## config.mk

```make
export PLATFORM = sky130hd
export DESIGN_NAME = regfile_wb_arbiter
export DESIGN_NICKNAME = d
export VERILOG_FILES = /design/src/rtl/regfile_wb_pkg.sv /design/src/rtl/wb_fifo.sv /design/src/rtl/regfile_wb_arbiter.sv
export SDC_FILE = /design/constraint.sdc
export NUM_CORES = 1
export LEC_CHECK = 0
export CAP_MARGIN = 20
export CORE_MARGIN = 4
export CORE_UTILIZATION = 30
export CTS_CLUSTER_DIAMETER = 40
export DETAILED_ROUTE_END_ITERATION = 10
export SETUP_SLACK_MARGIN = 0.1
export SYNTH_ARGS = -nofsm -noshare
export SYNTH_HDL_FRONTEND = slang
export SYNTH_HIERARCHICAL = 1
export SYNTH_SLANG_ARGS = --single-unit
```

## constraint.sdc

```tcl
create_clock -name clk -period 3.8 [get_ports clk]
set_input_delay 0.38 -clock clk [delete_from_list [all_inputs] [get_ports clk]]
set_output_delay 0.38 -clock clk [all_outputs]
set_load 0.01 [all_outputs]
```

## src/rtl/regfile_wb_pkg.sv

```systemverilog
// Shared widths, source encodings and the writeback entry payload for the
// register-file writeback arbiter.
package regfile_wb_pkg;

   localparam int unsigned DATA_W = 32;
   localparam int unsigned ADDR_W = 5;

   localparam logic SRC_ALU = 1'b0;
   localparam logic SRC_MEM = 1'b1;

   typedef struct packed {
      logic [ADDR_W-1:0] rd;
      logic [DATA_W-1:0] data;
   } wb_entry;

endpackage

```

## src/rtl/wb_fifo.sv

```systemverilog
// Small writeback-entry FIFO with registered full/empty flags and a
// combinational head view; push is ignored when full, pop when empty.
module wb_fifo
   import regfile_wb_pkg::*;
#(
   parameter int unsigned DEPTH = 2
) (
   input  logic    clk,
   input  logic    rst_n,
   input  logic    push,
   input  wb_entry push_entry,
   input  logic    pop,
   output logic    full,
   output logic    empty,
   output wb_entry head_c
);

   localparam int unsigned PTR_W = $clog2(DEPTH);
   localparam int unsigned CNT_W = $clog2(DEPTH + 1);

   wb_entry          mem_q [DEPTH];
   wb_entry          mem_d [DEPTH];
   logic [PTR_W-1:0] wr_ptr_q, wr_ptr_d;
   logic [PTR_W-1:0] rd_ptr_q, rd_ptr_d;
   logic [CNT_W-1:0] count_q, count_d;
   logic             full_q, full_d;
   logic             empty_q, empty_d;
   logic             do_push, do_pop;

   // Pointers wrap naturally because DEPTH is a power of two.
   always_comb begin
      do_push  = push && !full_q;
      do_pop   = pop && !empty_q;
      mem_d    = mem_q;
      wr_ptr_d = wr_ptr_q;
      rd_ptr_d = rd_ptr_q;
      count_d  = count_q;
      if (do_push) begin
         mem_d[wr_ptr_q] = push_entry;
         wr_ptr_d        = wr_ptr_q + PTR_W'(1);
      end
      if (do_pop) begin
         rd_ptr_d = rd_ptr_q + PTR_W'(1);
      end
      case ({do_push, do_pop})
         2'b10:   count_d = count_q + CNT_W'(1);
         2'b01:   count_d = count_q - CNT_W'(1);
         default: count_d = count_q;
      endcase
      full_d  = (count_d == CNT_W'(DEPTH));
      empty_d = (count_d == CNT_W'(0));
   end

   always_ff @(posedge clk or negedge rst_n) begin
      if (!rst_n) begin
         for (int i = 0; i < int'(DEPTH); i++) begin
            mem_q[i] <= '0;
         end
         wr_ptr_q <= '0;
         rd_ptr_q <= '0;
         count_q  <= '0;
         full_q   <= 1'b0;
         empty_q  <= 1'b1;
      end else begin
         mem_q    <= mem_d;
         wr_ptr_q <= wr_ptr_d;
         rd_ptr_q <= rd_ptr_d;
         count_q  <= count_d;
         full_q   <= full_d;
         empty_q  <= empty_d;
      end
   end

   assign full   = full_q;
   assign empty  = empty_q;
   assign head_c = mem_q[rd_ptr_q];

endmodule

```

## src/rtl/regfile_wb_arbiter.sv

```systemverilog
// Shares the register-file write port between ALU and load writebacks with a
// starvation-bounded MEM-first arbiter. WB_BYPASS_EN adds read-port forwarding.
module regfile_wb_arbiter
   import regfile_wb_pkg::*;
#(
   parameter int unsigned FIFO_DEPTH = 2,
   parameter int unsigned STARVE_MAX = 4
) (
   input  logic              clk,
   input  logic              rst_n,
   input  logic              alu_valid,
   output logic              alu_ready,
   input  logic [ADDR_W-1:0] alu_rd,
   input  logic [DATA_W-1:0] alu_data,
   input  logic              mem_valid,
   output logic              mem_ready,
   input  logic [ADDR_W-1:0] mem_rd,
   input  logic [DATA_W-1:0] mem_data,
   output logic              RegWrite,
   output logic [ADDR_W-1:0] Write_register,
   output logic [DATA_W-1:0] Write_data,
   output logic              MemtoReg
`ifdef WB_BYPASS_EN
   ,
   input  logic [ADDR_W-1:0] rd_addr1,
   input  logic [ADDR_W-1:0] rd_addr2,
   output logic              byp_hit1,
   output logic              byp_hit2,
   output logic [DATA_W-1:0] byp_data1,
   output logic [DATA_W-1:0] byp_data2
`endif
);

   localparam int unsigned STARVE_W = $clog2(STARVE_MAX + 1);

   wb_entry             alu_head, mem_head;
   wb_entry             alu_in, mem_in;
   logic                alu_full, alu_empty;
   logic                mem_full, mem_empty;
   logic                alu_push, mem_push;
   logic                grant_alu, grant_mem;

   logic [STARVE_W-1:0] starve_cnt_q, starve_cnt_d;
   logic                gnt_vld_q, gnt_vld_d;
   logic                gnt_src_q, gnt_src_d;
   wb_entry             gnt_entry_q, gnt_entry_d;
   logic                reg_write_q, reg_write_d;
   logic [ADDR_W-1:0]   write_register_q, write_register_d;
   logic [DATA_W-1:0]   write_data_q, write_data_d;
   logic                mem_to_reg_q, mem_to_reg_d;

   // Writes to x0 complete the handshake but are dropped before the FIFO.
   assign alu_ready = !alu_full;
   assign mem_ready = !mem_full;
   assign alu_push  = alu_valid && !alu_full && (alu_rd != ADDR_W'(0));
   assign mem_push  = mem_valid && !mem_full && (mem_rd != ADDR_W'(0));
   assign alu_in    = '{rd: alu_rd, data: alu_data};
   assign mem_in    = '{rd: mem_rd, data: mem_data};

   wb_fifo #(.DEPTH(FIFO_DEPTH)) u_alu_fifo (
      .clk        (clk),
      .rst_n      (rst_n),
      .push       (alu_push),
      .push_entry (alu_in),
      .pop        (grant_alu),
      .full       (alu_full),
      .empty      (alu_empty),
      .head_c     (alu_head)
   );

   wb_fifo #(.DEPTH(FIFO_DEPTH)) u_mem_fifo (
      .clk        (clk),
      .rst_n      (rst_n),
      .push       (mem_push),
      .push_entry (mem_in),
      .pop        (grant_mem),
      .full       (mem_full),
      .empty      (mem_empty),
      .head_c     (mem_head)
   );

   // MEM wins ties unless the ALU head has already waited STARVE_MAX grants.
   always_comb begin
      grant_alu    = !alu_empty &&
                     (mem_empty || (starve_cnt_q == STARVE_W'(STARVE_MAX)));
      grant_mem    = !mem_empty && !grant_alu;
      starve_cnt_d = starve_cnt_q;
      if (grant_alu || alu_empty) begin
         starve_cnt_d = '0;
      end else if (grant_mem && (starve_cnt_q != STARVE_W'(STARVE_MAX))) begin
         starve_cnt_d = starve_cnt_q + STARVE_W'(1);
      end
   end

   // Grant stage, then output register: two cycles from handshake to RegWrite.
   always_comb begin
      gnt_vld_d        = grant_alu || grant_mem;
      gnt_src_d        = gnt_src_q;
      gnt_entry_d      = gnt_entry_q;
      reg_write_d      = gnt_vld_q;
      write_register_d = write_register_q;
      write_data_d     = write_data_q;
      mem_to_reg_d     = mem_to_reg_q;
      if (grant_mem) begin
         gnt_src_d   = SRC_MEM;
         gnt_entry_d = mem_head;
      end else if (grant_alu) begin
         gnt_src_d   = SRC_ALU;
         gnt_entry_d = alu_head;
      end
      if (gnt_vld_q) begin
         write_register_d = gnt_entry_q.rd;
         write_data_d     = gnt_entry_q.data;
         mem_to_reg_d     = gnt_src_q;
      end
   end

   always_ff @(posedge clk or negedge rst_n) begin
      if (!rst_n) begin
         starve_cnt_q     <= '0;
         gnt_vld_q        <= 1'b0;
         gnt_src_q        <= SRC_ALU;
         gnt_entry_q      <= '0;
         reg_write_q      <= 1'b0;
         write_register_q <= '0;
         write_data_q     <= '0;
         mem_to_reg_q     <= 1'b0;
      end else begin
         starve_cnt_q     <= starve_cnt_d;
         gnt_vld_q        <= gnt_vld_d;
         gnt_src_q        <= gnt_src_d;
         gnt_entry_q      <= gnt_entry_d;
         reg_write_q      <= reg_write_d;
         write_register_q <= write_register_d;
         write_data_q     <= write_data_d;
         mem_to_reg_q     <= mem_to_reg_d;
      end
   end

   assign RegWrite       = reg_write_q;
   assign Write_register = write_register_q;
   assign Write_data     = write_data_q;
   assign MemtoReg       = mem_to_reg_q;

`ifdef WB_BYPASS_EN
   // Forward the write currently presented to the register file.
   always_comb begin
      byp_hit1  = RegWrite && (Write_register == rd_addr1) && (rd_addr1 != ADDR_W'(0));
      byp_hit2  = RegWrite && (Write_register == rd_addr2) && (rd_addr2 != ADDR_W'(0));
      byp_data1 = Write_data;
      byp_data2 = Write_data;
   end
`endif

endmodule

```

==> results of run 1 <==
## worst max-delay path by stage
stage	from	endpoint	slack, ns
2_1_floorplan	starve_cnt_q[0]	u_alu_fifo/empty	1.82
3_3_place_gp	mem_rd[1]	u_mem_fifo/mem_q[54]	1.04
3_5_place_dp	mem_rd[0]	u_mem_fifo/mem_q[60]	0.96
4_1_cts	u_alu_fifo/empty	u_alu_fifo/empty	1.51
5_1_grt	u_alu_fifo/empty	u_alu_fifo/empty	1.39
6_report	u_alu_fifo/empty	u_alu_fifo/empty	1.52
## power groups by stage
stage                     clock (mW)  combinational, mW  sequential [mW]
final                           3.71               4.30             4.86
after floorplan                    0               3.43             4.50
after global placement             0               4.26             4.87
after detailed placement           0               4.36             4.90
after CTS                       3.82               4.37             4.89
after global routing            3.94               4.69             5.06
## stage by stage
| step | area (µm²) | instances |
|---|---|---|
| final | 13500 | 1295 |
| after global routing | 13500 | 1295 |
| after global placement | 12100 | 1221 |
| after CTS | 13500 | 1295 |
| after floorplan | 10600 | 678 |
| after detailed placement | 12100 | 1221 |
## cell families after synthesis
group                    after synthesis  synth area share (%)
multiplexers                         261                  29.8
flip-flops                           241                  56.9
AND/OR/NAND/NOR                       59                  3.49
buffers and inverters                 53                  3.98
AO/OA/AOI/OAI                         48                  4.29
XOR/XNOR                              12                 0.992
adder cells (fa/ha/maj)                4                 0.472
## placed cells by master (no fill, tap or decap), types with 5 or more instances in the layout
cell type	instances
mux2_2	196
a221o_1	37
bufinv_16	5
buf_4	12
xnor2_1	6
dfrtp_1	236
clkdlybuf4s50_1	117
xor2_1	6
mux2_4	60
nand2_1	7
clkbuf_16	41
clkinvlp_4	10
and3_1	37
inv_1	9
## registers in the layout, indices dropped and copies added (netlist names), 2 cells and up
signal / flops
starve_cnt_q: 3
u_alu_fifo/mem_q: 74
u_alu_fifo/count_q: 2
gnt_entry_q: 37
u_mem_fifo/mem_q: 74
Write_register: 5
u_mem_fifo/count_q: 2
Write_data: 32
## layer usage
metal	vias up	global-route usage, %
li1	2760	-
met1	3125	18.0
met2	143	21.2
met3	39	3.31
met4	0	3.41
met5	-	0
## layout make-up
type                    instances  area, µm²
fillers                      3298      21200
clock buffers                  47       1080
well taps                     455        569
multi-input cells             384       4170
flip-flops and latches        241       6040
clock inverters                26        313
repair buffers                133       1330
inverters                       9       33.8
## repair_timing
| item | in CTS | in global routing |
|---|---|---|
| endpoints found under the setup margin | 0 | 0 |
| hold buffers | 1 | 0 |
| hold endpoints to repair | 93 | 0 |
==> out/summary.txt, run 1 <==
Clock-pin slew on the worst setup and hold paths: 0.05 ns
Final setup fails: 0
Synth warn: 6
Net Sw Frac: 29.6%
Cell internal pwr: 9.06 mW
Worst path slowest cell: dfstp_2
Drt pass-1 iters: 5
Clk sinks: 241
Fin. max-slew vios: 0
Overflow left after global routing: 0
Post-synth top cells: 239 x dfrtp_1, 196 x mux2_2, 60 x mux2_4
Detailed-route via count: 6067
Worst reg2reg path endpoint: u_alu_fifo/empty
Root buffer cell: clkbuf_16
CTS tree: yes
CP delay by family, top: flip-flops
Setup TNS: 0 ns
Mapped cell area: 10600 µm²
Gate power share: 33.4%
Area Overhead vs Synth: 27.6%
Power Total: 12.9 mW
DP Worst Slack: 0.963 ns
CP peak stage delay: 0.82 ns
Top cells by area, synth: dfrtp_1 56%, mux2_2 21%, mux2_4 8.5%
Residual DRC: 0
RSZ-0062 raised after global routing: false
F_max: 439 MHz
Num CTS Buffers: 41
Share of layout cells above drive strength 1: 42.1%
Final WS setup: 1.52 ns
Asr flop ratio synth: 100%
Worst-Margin Slew: 1.05 ns
Most frequent cell after synthesis: dfrtp_1
CP Launch Type: flop
All-Layer GR Usage: 13.2%
Average wire per standard cell: 19.3 µm
Initial antenna violation count: 0
Req. time, crit path: 4.25 ns
Clock power frac: 28.8%
Yosys cell types: 32
Top_reg_cell synth: dfrtp_1
FF-to-FF path depth: 7
Number of global-route vias before repair: 6782
Die W: 196 µm
Sequential share of power: 37.8%
Final-stage net count: 892
Tightest Hold Check Type: input pin to asynchronous set/reset pin
Syn Nets: 760
Peak supply drop: 0.436 mV
Ant diodes: 0
Die area: 38400 µm²
Final Cycle Share: 59.9%
WL final: 25.0 mm
CTS Buffer Depth: 3
Leakage power: 5.94 nW
First-pass GRT wire length: 39.9 mm
Crit Path Category: flop to flop
#FFs+latches synth: 241
Clock Latency Late Sink: 0.51 ns
Routed length on met1: 11.5 mm
CTS H-tree lvls: 2
WP data arrival: 2.73 ns
Final Wtd Congestion: 0.678
Tmin final: 2.28 ns
Max-cap violations: 0
Maximum number of pins on one net before global-route repair: 98
Synthesized instance count: 678
Rows: 68
Maximum fanout along the worst path: 23
Boundary pin count: 119
Post-synth EDFFs: 0
Flop-to-flop setup slack: 1.52 ns
HPWL Detailed: 15.2 mm
PortBufs: 118
WL met2: 11.7 mm
Die H: 196 µm
Layout Utilization: 39.0%
Initial Util: 30.5%
Most area-hungry cell type in the Yosys netlist: dfrtp_1
CTS resizes: 0
Initial drt markers: 244
Met3 wire len: 1.34 mm
PwrDens: 952 nW/µm²
Final Skew: 0.0125 ns
Top Layer Used: met4
Slew Limit Headroom: 30.2%
Vias/cell: 4.68
Sequential share of the synthesized area: 56.9%
Synthesized area per cell: 15.6 µm²
Crit path cell chain: buf_4 > nor2_4 > nor2b_1 > ha_1 > inv_1 > nor3_1 > a31o_2
Switching power: 3.81 mW
Status: finished clean
Final hold vios: 0
Post-synth top area share: 56.4%
RR Startpoint: u_alu_fifo/empty
Postcts setup bufs: 0
Placeable Area: 34700 µm²
Hold slack: 0.475 ns
Worst path bufs/invs: 2
Setup crit end kind: flop
Post-route ant nets: 0
CP Depth: 7
No activity file was read; power rests on OpenSTA's default activity.
==> run 2, diff against run 1 <==
Clock period 3.8 ns to 1.94 ns, I/O delays scaled along.
==> run 2 against run 1 <==
  * Global-route usage hardly changed
  * Register-to-register slack worse by 1.4 ns
  * Worst hold slack worse by 0.29 ns
  * Sequential share of layout area is 2.0 points lower
  * Flip-flop and latch count stayed put
  * Critical endpoint is now u_mem_fifo/mem_q[31]
  * Largest power group is now combinational cells
==> out/summary.txt, run 2 (synthesis gave the netlist of run 1 again) <==
Status: finished clean
Filler cell count in the final layout: 3224
CTS Buffer Depth: 3
Req. time, crit path: 2.35 ns
Detailed-route via count: 6284
Ant diodes: 0
CP Launch Type: input pin
Largest registers: u_alu_fifo/mem_q (74), u_mem_fifo/mem_q (74), gnt_entry_q (37)
Routed length on met1: 11.9 mm
Crit path cell chain: clkdlybuf4s50_1 > or3_1 > o311a_1 > nand3b_1 > buf_12 > mux2_2
Slew Limit Headroom: 62.1%
Worst path bufs/invs: 2
Clk sinks: 241
Commonest non-fill, non-tap cells in the layout: 236 x dfrtp_1, 196 x mux2_2, 117 x clkdlybuf4s50_1, 60 x mux2_4, 43 x clkbuf_16
CP delay by family, top: buffers and inverters
Area Overhead vs Synth: 33.6%
Drt pass-1 iters: 4
Number of global-route vias before repair: 6925
Final Skew: 0.0242 ns
PortBufs: 118
Maximum number of pins on one net before global-route repair: 61
Initial Util: 30.5%
CP Depth: 6
Hold slack: 0.189 ns
Share of layout cells above drive strength 1: 45.6%
All-Layer GR Usage: 13.2%
F_max: 553 MHz
CP startpoint: mem_rd[1]
Flop-to-flop setup slack: 0.15 ns
FF-to-FF path depth: 8
CP endpoint: u_mem_fifo/mem_q[31]
Root buffer cell: clkbuf_16
Final Wtd Congestion: 0.722
Final hold vios: 0
Leakage power: 6.27 nW
Clock Latency Late Sink: 0.54 ns
Worst reg2reg path endpoint: u_alu_fifo/mem_q[51]
Die W: 196 µm
Max-cap violations: 0
Maximum fanout along the worst path: 25
Num CTS Buffers: 41
Vias/cell: 4.70
PwrDens: 1860 nW/µm²
CP peak stage delay: 0.44 ns
Post-route ant nets: 0
WL final: 26.2 mm
Die H: 196 µm
Worst-Margin Slew: 0.568 ns
CTS tree: yes
Crit Path Category: input pin to flop
Overflow left after global routing: 0
Tmin final: 1.81 ns
Average wire per standard cell: 19.6 µm
Clock-pin slew on the worst setup and hold paths: 0.06 ns
Die area: 38400 µm²
Final-stage net count: 931
HPWL Detailed: 16.8 mm
RR Startpoint: u_alu_fifo/full
FF+latch area: 6040 µm²
Peak supply drop: 0.919 mV
WP data arrival: 2.22 ns
Residual DRC: 0
Fin. max-slew vios: 0
Final Cycle Share: 93.3%
Placed Cells: 1252
Post-Layout Cell Count: 1336
Multi-input combinational cell area: 4230 µm²
Placeable Area: 34700 µm²
Initial antenna violation count: 0
Setup crit end kind: flop
Top Layer Used: met4
RSZ-0062 raised after global routing: true
CTS H-tree lvls: 2
Most common cell after layout, fill and taps aside: dfrtp_1
Tightest Hold Check Type: input pin to asynchronous set/reset pin
Met3 wire len: 1.39 mm
Boundary pin count: 119
First-pass GRT wire length: 40.2 mm
Setup TNS: 0 ns
Worst path slowest cell: clkdlybuf4s50_1
WL met2: 12.3 mm
Rows: 68
Initial drt markers: 212
Final setup fails: 0
==> run 2: changes by cell type in the layout (fill, tap and decap cells not counted), sizes merged <==
cell	previous run	this run
clkinvlp	10	4
buf	15	52
clkinv	6	8
clkbuf	47	55
==> run 2: how the worst min path moves through the flow <==
stage | cells after the start | slack (ns) | endpoint
2_1_floorplan | 0 | -0.10 | MemtoReg
3_3_place_gp | 1 | 0.16 | Write_data[6]
3_5_place_dp | 1 | 0.16 | Write_data[6]
4_1_cts | 2 | 0.18 | u_alu_fifo/mem_q[1]
5_1_grt | 2 | 0.23 | Write_data[8]
6_report | 2 | 0.19 | u_alu_fifo/mem_q[46]
==> run 2: through the flow <==
stage | cell area (µm²) | utilization (%) | setup WS (ns) | power, mW
3_3_place_gp | 12500 | 36.1 | -0.387 | 18.5
5_1_grt | 14200 | 40.8 | 0.0909 | 27.8
4_1_cts | 14000 | 40.3 | 0.117 | 26.4
2_1_floorplan | 10600 | - | 0.0817 | 15.6
3_5_place_dp | 12500 | 36.1 | -0.399 | 18.7
6_report | 14200 | 40.8 | 0.131 | 26.3
==> run 2: layer usage <==
| metal | vias to the layer above | GRT usage, % |
|---|---|---|
| li1 | 2830 | - |
| met1 | 3265 | 18.1 |
| met2 | 138 | 21.1 |
| met3 | 51 | 2.68 |
| met4 | 0 | 4.11 |
| met5 | - | 0 |
==> run 2: power breakdown <==
group          leakage [nW]  total, mW  switching, mW  internal [mW]
sequential             2.86       9.13           1.47           7.66
clock                 0.704       7.51           2.63           4.88
combinational          2.71       9.70           3.72           5.98
==> run 2: layout make-up <==
cell class | instances | share of cell area (%)
clock buffers | 53 | 8.06
clock inverters | 22 | 2.25
inverters | 9 | 0.239
multi-input cells | 384 | 29.9
flip-flops and latches | 241 | 42.7
well taps | 455 | 4.02
repair buffers | 172 | 12.9
==> run 2: timing repair <==
action,in CTS,in global routing
hold buffers,1,0
endpoints found under the setup margin,0,23
hold endpoints to repair,131,0
setup buffers,0,5
gates resized for setup,0,9
==> run 2: worst register-to-register path: stages, from the launching register on <==
cell and delay, ns:
dfrtp_1 0.39, inv_2 0.08, o311a_4 0.21, buf_6 0.10
nand2b_4 0.07, nor2_4 0.17, buf_12 0.15, clkbuf_16 0.16
mux2_2 0.33
